[src/rtl/sync_fifo_param.sv]
// Single-clock parametrised FIFO with occupancy count, almost-full/empty thresholds and sticky errors.
// Define SYNC_FIFO_FWFT_EN for show-ahead reads (head word driven combinationally on rdData).
module sync_fifo_param #(
  parameter int DATA_WIDTH = 8,
  parameter int DEPTH      = 16,
  parameter int AF_LEVEL   = 12,
  parameter int AE_LEVEL   = 4
) (
  input  logic                         clk,
  input  logic                         rstN,
  input  logic                         wrEn,
  input  logic [DATA_WIDTH-1:0]        wrData,
  input  logic                         rdEn,
  output logic [DATA_WIDTH-1:0]        rdData,
  output logic                         fifoFull,
  output logic                         fifoEmpty,
  output logic                         almostFull,
  output logic                         almostEmpty,
  output logic [$clog2(DEPTH):0]       fillCount,
  output logic                         overflow,
  output logic                         underflow,
  input  logic                         clrErr
);

  localparam int AW = $clog2(DEPTH);
  localparam int CW = AW + 1;

  logic [DATA_WIDTH-1:0] mem_q [DEPTH];
  logic [AW-1:0]         wr_ptr_q, wr_ptr_d;
  logic [AW-1:0]         rd_ptr_q, rd_ptr_d;
  logic [CW-1:0]         count_q, count_d;
  logic                  full_q, full_d;
  logic                  empty_q, empty_d;
  logic                  af_q, af_d;
  logic                  ae_q, ae_d;
  logic                  ovf_q, ovf_d;
  logic                  udf_q, udf_d;
  logic                  rd_accept_s;
  logic                  wr_accept_s;

  // A write into a full FIFO is only legal when a pop frees the slot in the same cycle.
  assign rd_accept_s = rdEn & ~empty_q;
  assign wr_accept_s = wrEn & (~full_q | rd_accept_s);

  // Next-state: pointers, occupancy, flags computed from the next occupancy, sticky errors.
  always_comb begin
    wr_ptr_d = wr_ptr_q;
    rd_ptr_d = rd_ptr_q;
    count_d  = count_q;
    ovf_d    = ovf_q;
    udf_d    = udf_q;

    if (wr_accept_s) begin
      wr_ptr_d = wr_ptr_q + AW'(1);
    end else begin
      wr_ptr_d = wr_ptr_q;
    end

    if (rd_accept_s) begin
      rd_ptr_d = rd_ptr_q + AW'(1);
    end else begin
      rd_ptr_d = rd_ptr_q;
    end

    case ({wr_accept_s, rd_accept_s})
      2'b10:   count_d = count_q + CW'(1);
      2'b01:   count_d = count_q - CW'(1);
      default: count_d = count_q;
    endcase

    if (wrEn & ~wr_accept_s) begin
      ovf_d = 1'b1;
    end else if (clrErr) begin
      ovf_d = 1'b0;
    end else begin
      ovf_d = ovf_q;
    end

    if (rdEn & ~rd_accept_s) begin
      udf_d = 1'b1;
    end else if (clrErr) begin
      udf_d = 1'b0;
    end else begin
      udf_d = udf_q;
    end

    full_d  = (count_d == CW'(DEPTH));
    empty_d = (count_d == {CW{1'b0}});
    af_d    = (count_d >= CW'(AF_LEVEL));
    ae_d    = (count_d <= CW'(AE_LEVEL));
  end

  // Control and status registers.
  always_ff @(posedge clk or negedge rstN) begin
    if (!rstN) begin
      wr_ptr_q <= {AW{1'b0}};
      rd_ptr_q <= {AW{1'b0}};
      count_q  <= {CW{1'b0}};
      full_q   <= 1'b0;
      empty_q  <= 1'b1;
      af_q     <= 1'b0;
      ae_q     <= 1'b1;
      ovf_q    <= 1'b0;
      udf_q    <= 1'b0;
    end else begin
      wr_ptr_q <= wr_ptr_d;
      rd_ptr_q <= rd_ptr_d;
      count_q  <= count_d;
      full_q   <= full_d;
      empty_q  <= empty_d;
      af_q     <= af_d;
      ae_q     <= ae_d;
      ovf_q    <= ovf_d;
      udf_q    <= udf_d;
    end
  end

  // Storage array; contents intentionally survive reset.
  always_ff @(posedge clk) begin
    if (wr_accept_s) begin
      mem_q[wr_ptr_q] <= wrData;
    end
  end

`ifdef SYNC_FIFO_FWFT_EN
  assign rdData = mem_q[rd_ptr_q];
`else
  logic [DATA_WIDTH-1:0] rd_data_q;

  // Registered read port: holds its value unless a pop is accepted.
  always_ff @(posedge clk or negedge rstN) begin
    if (!rstN) begin
      rd_data_q <= {DATA_WIDTH{1'b0}};
    end else if (rd_accept_s) begin
      rd_data_q <= mem_q[rd_ptr_q];
    end else begin
      rd_data_q <= rd_data_q;
    end
  end

  assign rdData = rd_data_q;
`endif

  assign fifoFull    = full_q;
  assign fifoEmpty   = empty_q;
  assign almostFull  = af_q;
  assign almostEmpty = ae_q;
  assign fillCount   = count_q;
  assign overflow    = ovf_q;
  assign underflow   = udf_q;

endmodule

[config.mk]
export PLATFORM = sky130hd
export DESIGN_NAME = sync_fifo_param
export DESIGN_NICKNAME = d
export VERILOG_FILES = /design/src/rtl/sync_fifo_param.sv
export SDC_FILE = /design/constraint.sdc
export NUM_CORES = 1
export LEC_CHECK = 0
export ABC_AREA = 1
export CAP_MARGIN = 20
export CORE_MARGIN = 10
export CORE_UTILIZATION = 45
export CTS_BUF_LIST = sky130_fd_sc_hd__clkbuf_8 sky130_fd_sc_hd__clkbuf_16
export DETAILED_ROUTE_END_ITERATION = 16
export GPL_TIMING_DRIVEN = 0
export PLACE_DENSITY_LB_ADDON = 0.12
export REMOVE_ABC_BUFFERS = 1
export SYNTH_ARGS = -nofsm -noshare
export SYNTH_HDL_FRONTEND = slang
export SYNTH_SLANG_ARGS = --single-unit
export TNS_END_PERCENT = 20
[constraint.sdc]
create_clock -name clk -period 3.5 [get_ports clk]
set_input_delay 1.05 -clock clk [delete_from_list [all_inputs] [get_ports clk]]
set_output_delay 1.05 -clock clk [all_outputs]
set_load 0.02 [all_outputs]
## Word-level counts from Yosys, hierarchy flattened

Memory sizes are Yosys's and may differ from the RTL's. A register that Yosys moved wholly into a read port is not among the register bits.
Cells that the tools add are included.

- $add $sub $neg: 4
- Magnitude comparators: 2
- Equal/unequal tests: 3
- Multiplexer cells: 6
- Bitwise gates (word level): 9
- Reductions and logical operators: 4

Operators with widths:

| cell | count |
|---|---|
| $pmux W5 S2 | 1 |
| $add A4 B1 Y4 const B | 2 |
| $add A5 B1 Y5 const B | 1 |
| $eq A5 B5 Y1 const B | 1 |
| $ge A5 B4 Y1 const B | 1 |
| $le A5 B3 Y1 const B | 1 |
| $logic_not A5 Y1 | 1 |
| $mux W1 | 5 |
| $sub A5 B1 Y5 const B | 1 |
| $and A1 B1 Y1 | 4 |
| $not A1 Y1 | 4 |
| $reduce_bool A2 Y1 | 2 |
| $eq A2 B1 Y1 const B | 1 |
| $eq A2 B2 Y1 const B | 1 |
| $logic_not A1 Y1 | 1 |
| $or A1 B1 Y1 | 1 |

- Register bits: 19
- RAM bits: 128
- Output and inout port bits: 19
- Logic and storage cells: 38
- Memories kept: 1

Memories:

| name | depth | bits a word | read ports | clocked after Yosys merged registers in | wr ports | RTL line | source |
|---|---|---|---|---|---|---|---|
| mem_q | 16 | 8 | 1 | 1 | 1 | 28 | `logic [DATA_WIDTH-1:0] mem_q [DEPTH];` |

## Logic depth before layout (Yosys ltp)

Gate-level depths: netlist of the first run.

- Depth in word-level cells: 7
- Mapped depth: 18

## Worst setup path after synthesis of the first run

OpenSTA, ideal clock, no wires.

- Path kind: in2reg
- Start: input rdEn
- End: register empty_q (netlist: fifoEmpty)
- Library setup time: 0.067 ns
- Arrival time: 2.785 ns
- Required time: 3.433 ns
- Setup slack: 0.648 ns
- Stages: 15
- Path through: nand2_1 -> inv_1 -> clkbuf_1 -> ha_1 -> nor2_1 -> nor2_1 -> ha_1 -> inv_1 -> nand2_1 -> nand2_1 -> o21ai_2 -> nand3_1 -> nand2_1 -> nand2_1 -> nor2_1

- Cells in the longest elaborated chain, start to end: 6
- Elaborated cells on any way between the ends: 7
- Those cells by class: eq/ne (2); mux (1); bitwise (3); reduce/logical (1)

RTL lines:

| element | RTL line | source |
|---|---|---|
| start: declaration | 13 | `input logic rdEn,` |
| $and A1 B1 Y1 * | 42 | `assign rd_accept_s = rdEn & ~empty_q;` |
| net rd_accept_s | 38 | `logic rd_accept_s;` |
| $or A1 B1 Y1 | 43 | `assign wr_accept_s = wrEn & (~full_q \| rd_accept_s);` |
| $and A1 B1 Y1 | 43 |  |
| $eq A2 B1 Y1 / $eq A2 B2 Y1 (equally long branches) | 65 | `case ({wr_accept_s, rd_accept_s})` |
| $pmux W5 S2 * | 65 |  |
| net count_d[4] | 31 | `logic [CW-1:0] count_q, count_d;` |
| $logic_not A5 Y1 * | 88 | `empty_d = (count_d == {CW{1'b0}});` |
| net empty_d | 33 | `logic empty_q, empty_d;` |
| end signal: assignment | 110 | `empty_q <= empty_d;` |
| end: declaration | 33 |  |

The timed path passes the listed nets; every way through them passes the cells marked *.
A chain may end at the register's enable or synchronous reset.

## Final worst setup path of the first run

- Start: input rdEn
- End: register empty_q (netlist: fifoEmpty)

- Cells in the longest elaborated chain, start to end: 6
- Elaborated cells on any way between the ends: 7
- Those cells by class: eq/ne (2); mux (1); bitwise (3); reduce/logical (1)

RTL lines:

| element | RTL line |
|---|---|
| $and A1 B1 Y1 * | 42 |
| $or A1 B1 Y1 | 43 |
| $and A1 B1 Y1 | 43 |
| $eq A2 B1 Y1 / $eq A2 B2 Y1 (equally long branches) | 65 |
| $pmux W5 S2 * | 65 |
| net count_d[4] | 31 |
| $logic_not A5 Y1 * | 88 |
| net empty_d | 33 |

Marked as above.

==> results of run 1 <==
[through the flow]
step | setup slack [ns] | instance area [sq um] | TNS (ns) | std cells | power, mW
final | 0.279 | 7660 | 0 | 808 | 6.80
after global routing | 0.117 | 7660 | 0 | 808 | 7.21
after CTS | 0.145 | 7630 | 0 | 804 | 6.82
after detailed placement | -0.630 | 6980 | -34.77 | 772 | 4.87
after global placement | -1.58 | 6860 | -41.82 | 767 | 4.74
after floorplan | 0.486 | 6320 | 0 | 556 | 3.91
[sequential cells by signal (all words and copies together) (netlist names)]
signal	count
mem_q	128
rdData	8
fillCount	5
rd_ptr_q	4
wr_ptr_q	4
almostEmpty	1
almostFull	1
fifoEmpty	1
fifoFull	1
overflow	1
underflow	1
[cells by family (layout without fill, tap and decap cells)]
logic type	after synthesis	after routing	synth area share, %
AO/OA/AOI/OAI	24	24	2.02
adder cells (fa/ha/maj)	8	8	1.55
XOR/XNOR	7	7	0.951
AND/OR/NAND/NOR	338	338	22.0
flip-flops	155	155	70.1
buffers and inverters	51	96	3.32
[report_power, final]
group          total [mW]  switching [mW]  internal [mW]  leakage, nW
registers            2.60           0.298           2.31         1.47
logic                2.23            1.43          0.798         1.16
clock network        1.96           0.702           1.26        0.324
total                6.80            2.43           4.36         2.96
[area by class of cell]
class | instances | area (sq um)
clock inverters | 11 | 153
clock buffers | 21 | 480
flip-flops and latches | 155 | 4520
well taps | 180 | 225
multi-input cells | 377 | 1720
fillers | 1166 | 6270
repair buffers | 40 | 463
inverters | 24 | 93.8
[layer usage]
metal,GRT usage [%],up-vias
met5,0,-
met4,5.76,0
met3,3.67,10
met2,24.7,96
met1,20.0,2067
li1,-,2069
[worst max-delay path: cells and delay by family]
family | cells | cell delay [ns]
buf+inv | 4 | 0.76
compound gates | 1 | 0.18
simple gates | 9 | 1.12
fa+ha+maj | 2 | 0.47
[worst min path at each step]
stage	endpoint	startpoint	slack (ns)
final	overflow	overflow	0.53
after global routing	underflow	underflow	0.56
after CTS	rdData[3]	rdData[3]	0.54
after detailed placement	rdData[3]	rdData[3]	0.52
after global placement	underflow	underflow	0.51
after floorplan	wr_ptr_q[0]	wr_ptr_q[0]	0.51
[synth_stat cells (all sizes together)]
master,n,area (sq um)
nand2,194,731
edfxtp,128,3840
nand3,108,541
nor2,30,113
dfrtp,25,626
inv,22,82.6
buf,20,97.6
a21oi,16,80.1
ha,8,100
clkbuf,7,26.3
o21ai,7,38.8
xor2,7,61.3
nand4,5,31.3
clkinv,2,7.51
dfstp,2,52.6
a21boi,1,11.3
or2,1,6.26
[repair_timing]
action | CTS | global route
resized for setup | 2 | 1
setup endpoints to repair | 5 | 3
pin swaps | 0 | 1
buffers inserted | 0 | 4
hold buffers | 0 | 0
[layout by cell type, fill, tap and decap left out]
master           count
nand2_1            192
edfxtp_1           128
nand3_1            108
clkdlybuf4s50_1     31
nor2_1              30
dfrtp_1             24
inv_1               23
clkbuf_16           17
a21oi_1             16
ha_1                 8
xor2_1               7
o21ai_0              5
nand4_1              5
bufinv_16            4
clkbuf_8             4
buf_4                4
buf_16               3
nand2_2              2
clkinvlp_4           2
inv_2                2
clkinv_1             2
dfstp_2              2
clkinv_2             2
buf_12               2
a21boi_4             1
or2_1                1
o21ai_1              1
o21ai_2              1
dfrtp_2              1
==> impl_summary.md, run 1 <==
Status
The run finished with clean final reports.

Layout
Cells fill 55.0% of the core in the end. The number of nets in the final layout is 636. From synthesis to final layout, the design area changed by 18.8%. Of the cells placed in the final design, the portion with a size suffix greater than 1 is between 7 and 8%.

The number of antenna repair diodes is 0.

Worst setup path
STA classifies the critical path startpoint as a primary input. Walking the worst path, the cells encountered are clkdlybuf4s50_1, nand2_2, clkinvlp_4, ha_1, nand2_1, inv_1, nor2_1, ha_1, inv_1, nand2_1, nand2_1, o21ai_2, nand3_1, nand2_1, nand2_1, nor2_1. The timing endpoint of the critical path is fifoEmpty.

The critical register-to-register path startpoint is fifoEmpty. For this run, the slowest stage of the critical path takes 0.43 ns. In this run the worst path has a maximum fanout of 12. In this design, the critical path's most frequently occurring cell is nand2_1. The startpoint of the most critical setup path is rdEn. The worst endpoint required time is about 3.9 ns. The worst reg2reg path depth is 16.

The end of the worst register-to-register path is fifoEmpty. STA classifies the critical path endpoint as a flop. The worst setup path is of the primary input to flop kind. The setup check on the worst reg-to-reg path leaves a slack of just under 0.8 ns.

The cell with the biggest individual delay on the critical path is clkdlybuf4s50_1. The data arrival at the endpoint of the critical path is approximately 3.6 ns.

Global route
The number of antenna violations at the first check in global routing is 0. The largest net degree at the start of global routing is 44. The first global-routing pass estimated 23300 um of wire. The via count of the first global-routing pass is approximately 4000. The residual overflow from global routing is 0. The all-layer global routing usage is about 15%.

Synthesis
The count of mapped cells out of synthesis is 583. The post-synthesis instance area is approximately 6400 sq um. Counting distinct cell types in the post-synthesis netlist gives 22. The average instance area after synthesis is 11.1 sq um. In this run, synthesis produced a sequential element count of around 160. The number of warning messages in the yosys log is 0. The share of synthesized area occupied by flip-flops and latches is between 70% and 80%.

Timing
On the final layout, the worst clock skew is approximately 0.0072 ns. On the final layout, the worst hold slack is 0.532 ns. The smallest clock period supported by the final layout is computed as around 3.2 ns. The timing-limited maximum frequency is around 0.31 GHz. The worst-margin pin slew is 0.907 ns. Setup violations remaining at the end of the flow were counted as 0.

Headroom to the max-slew limit came out at 39.5%. The final worst-path cycle share is between 90 and 100%. The number of max-slew violations in the final report is 0.

The hold violation total from the final report came to 0. Setup repair after global routing left no endpoint under its margin.

Die
The area enclosed by the die boundary is roughly 20000 sq um. The number of placement rows is 43. After floorplanning, the core was sized to cover approximately 14000 sq um. The chip height is roughly 140 um. The starting density of the core is 46.3%. The die width is roughly 140 um. In this run the count of I/O pins placed on the die edge is 32.

Placement
In this run the tool buffered the top-level ports with 31 buffer cells. The congestion estimate from routability-driven global placement came to ~0.84. The detailed placement HPWL is around 9300 um.

Power
Dividing total power by cell area gives a power density of 887 nW/um^2. The static leakage is around 3.0 nW. IR analysis of the VDD net gives a maximum drop of between 0.3 and 0.4 mV.

Drt
The first detailed-routing pass took 5 iterations. For this run, design rule violations remaining after detail routing come to 0. The final wirelength is approximately 15000 um. The highest metal layer used by the detailed router is met4. The count of vias placed by the detailed router is roughly 4200. After the first detailed-routing iteration, the DRC count stood at approximately 500.

After detailed routing, the number of vias per cell comes to roughly 5.3. The wire length the detailed router placed on met1 is a little under 7000 um. The amount of wire on met3 after detailed routing is a little under 700 um.

In the final routed layout, each cell accounts on average for 18.5 um. The remaining antenna violation count is 0. Wire segments on met2 add up to about 7400 um in the final route.

Clock network
The tree is rooted in a clkbuf_16. The maximum clock path buffer count is 2. The clock reaches the later pin of the worst-skew pair after 0.42 ns. In this run, CTS created clock tree buffers numbering 17. The clock tree from TritonCTS is done. The clock-pin slew of the registers on the worst-case setup and hold paths is about 0.05 ns.

The H-tree depth is 4. The number of clock sinks is about 160.

Flow run
The max-cap violation count is 0.

Hold path
The worst min-delay path class is flop to flop. The hold-critical path depth is 2.
Power figures use the tool's default switching activity.
==> run 2: changes to the inputs <==
Settings changed: CTS_CLUSTER_DIAMETER set to 100.
==> results of run 2 <==
No change in the layout: final DEF, timing and power equal those of run 1.
==> run 3: changes to the inputs <==
Settings changed: PLACE_DENSITY_LB_ADDON 0.12 to unset, SKIP_LAST_GASP set to 1.
==> impl_summary.md, run 3 (synthesized netlist as in run 1, its figures left out) <==
Status
The flow ran to the end, and the final reports show no timing, DRC or antenna violations.

Timing
The worst hold-check slack came to 0.525 ns (-0.00733 ns). The hold violation total from the final report is 0 (unchanged). Setup repair after global routing left no endpoint under its margin. The final critical path time including I/O delays and setup is 3.21 ns (-0.00948 ns). The number of setup violations in the final report is 0 (unchanged).

The worst-case clock skew is 0.00853 ns (+0.00133 ns). The number of max-slew violations in the final report is 0 (unchanged). The headroom to the max-slew limit came to 41.1% (+1.5 points). The timing-limited maximum frequency is 0.311 GHz (+0.30%).

The worst-margin pin slew came to 0.881 ns (-0.0261 ns). The final worst-path cycle share is 91.8% (-0.27 points). The final-layout setup total negative slack is 0 ns (unchanged).

Layout
The register area is 4520 sq um (unchanged). The final core utilization was 54.7% (-0.31 points). The number of antenna repair diodes is 0 (unchanged). The number of flip-flops under the largest register name came to 128 (unchanged). The fraction of layout cells with a size suffix above 1 is 7.81% (+0.33 points).

In the layout the commonest cells are 192 x nand2_1, 128 x edfxtp_1, 108 x nand3_1. The count of filler cells inserted in the layout is 1184 (+1.5%). Leaving out fill and tap cells, the most frequent cell in the layout is nand2_1.

The number of nets in the final layout is 635 (-0.16%). The area growth from synthesis to layout is 18.1%. The area of the multi-input gates is 1720 sq um (unchanged). Counting flops per register, the top entry is mem_q. The final cell count without fillers was 807 (-0.12%).

Placement
The placed instance count was 772 (unchanged). The final estimated routing congestion in global placement was 0.792 (-6.1%). The detailed placement HPWL is 9130 um (-1.4%).

The port buffer count is 31 (unchanged).

Global route
The number of antenna violations at the first check in global routing was 0 (unchanged). The first-pass GRT wire length is 23400 um (+0.53%). The largest net degree at the start of global routing came to 39 (-11%).

The via count of the first global-routing pass is 4097 (+0.024%). The all-layer global routing usage is 15.5% (-0.019 points). The residual overflow from global routing is 0 (unchanged).

Clock network
The cts-stage hold buffer count is 0 (unchanged). CTS placed an instance of clkbuf_16 at the clock tree root. The H-tree depth is 4 (unchanged). The maximum clock path buffer count was 2 (unchanged). The clock latency at the later pin of the worst-skew pair is 0.42 ns (about the same). The clock tree from TritonCTS is done. The CTS buffer count is 17 (unchanged). The clock-pin slew of the registers on the worst-case setup and hold paths was 0.06 ns (about the same). The number of clock sinks is 155 (unchanged).

Die
The chip height is 140 um (unchanged). The area of the core is 13900 sq um (unchanged). The die width came to 140 um (unchanged).

The starting density of the core was 46.3% (unchanged). The area enclosed by the die boundary came to 19500 sq um (unchanged). The number of primary I/O pins is 32 (unchanged). The number of placement rows is 43 (unchanged).

Drt
The routed length per instance was 18.3 um (-1.5%). The number of iterations in the first detailed-routing pass came to 5 (unchanged). The count of routing violations after the opening detailed-route iteration came to 318 (-36%). The average vias per placed instance is 5.26 (+0.12%). The wire length the detailed router placed on met1 was 6920 um (+2.9%). The number of design rule violations left after detail routing is 0 (unchanged). The highest metal layer used by the detailed router is met4. The amount of wire on met3 after detailed routing came to 697 um (+2.0%). The remaining antenna violation count is 0 (unchanged).

The final wirelength was 14700 um (-1.6%). The met2 routed wirelength is 6920 um (-6.6%). The count of vias placed by the detailed router is 4242 (unchanged).

Worst setup path
The critical register-to-register path startpoint is fifoEmpty. The worst endpoint required time is 3.86 ns (about the same). The most critical setup path has its startpoint at rdEn. For this design, the slowest cell found on the critical path is clkdlybuf4s50_1. STA classifies the critical path endpoint as a flop. The kind of critical path is primary input to flop.

The maximum cell stage delay along the critical path is 0.49 ns (+0.06 ns). The cell family contributing the most delay on the critical path is simple AND/OR/NAND/NOR gates. The worst setup path is launched from a primary input.

The number of buffers and inverters on the critical path is 4 (unchanged). The data arrival at the endpoint of the critical path is 3.57 ns (about the same). The worst reg2reg path depth is 16 (unchanged).

The setup slack of the worst register-to-register path came to 0.91 ns (+0.13 ns). The critical-path maximum fanout is 12 (unchanged). The cell repeated most along the worst path is nand2_1. The number of cells on the critical path is 17 (+1).

The critical path goes through clkdlybuf4s50_1, nand2_2, a21boi_4, inv_1, ha_1, nand2_1, inv_1, nor2_1, ha_1, inv_1, nand2_1, nand2_1, o21ai_2, nand3_1, nand2_1, nand2_1, nor2_1.

Power
The areal power density over the cells is 878 nW/um^2 (-0.97%). The peak supply drop is 0.402 mV (+9.4%). The static leakage was 2.92 nW (-1.4%).

Hold path
The hold-critical path depth was 2 (unchanged). The worst min-delay path class is flop to flop. The launch instance of the worst min-delay path is underflow.

Flow run
The max-cap violation count came to 0 (unchanged).
[run 3: layer usage]
metal  vias to the layer above  GRT usage [%]
met3                        14           3.88
met1                      2065           21.2
met2                        97           23.4
met5                         -              0
met4                         0           5.16
li1                       2066              -
[run 3: power breakdown]
part | switching, mW | internal [mW] | total (mW)
clock network | 0.735 | 1.12 | 1.85
registers | 0.289 | 2.31 | 2.60
logic | 1.44 | 0.797 | 2.24
total | 2.47 | 4.22 | 6.69
[run 3: area by class of cell]
cell class / instances / area share (%)
multi-input combinational: 377 / 22.6
sequential: 155 / 59.4
clock buffer: 17 / 5.58
clock inverter: 15 / 2.25
timing repair buffer: 39 / 5.98
inverter: 24 / 1.23
tap: 180 / 2.96
[run 3: repair_timing]
action                                  CTS  global route
endpoints found under the hold margin     0             0
setup buffers                             0             3
resized for setup                         2             1
endpoints found under the setup margin    5             5
pin swaps                                 0             1
[run 3: path summary, 6_finish.rpt]
check	to
max	fifoEmpty
min	underflow
max reg2reg	fifoEmpty
min reg2reg	underflow
max in group asynchronous	almostEmpty
min in group asynchronous	fillCount[1]
[run 3: tightest hold or removal path, cell delays in order, from the launching register on]
cell and delay [ns]:
dfrtp_1 0.37, inv_1 0.05, o21ai_0 0.06
[run 3: through the flow]
step	setup slack (ns)	power, mW	area, sq um
finish	0.288	6.69	7620
global route	0.0385	7.12	7620
CTS	0.141	6.73	7590
detailed placement	-0.589	4.87	6980
global placement	-1.54	4.74	6860
floorplan	0.486	3.91	6320
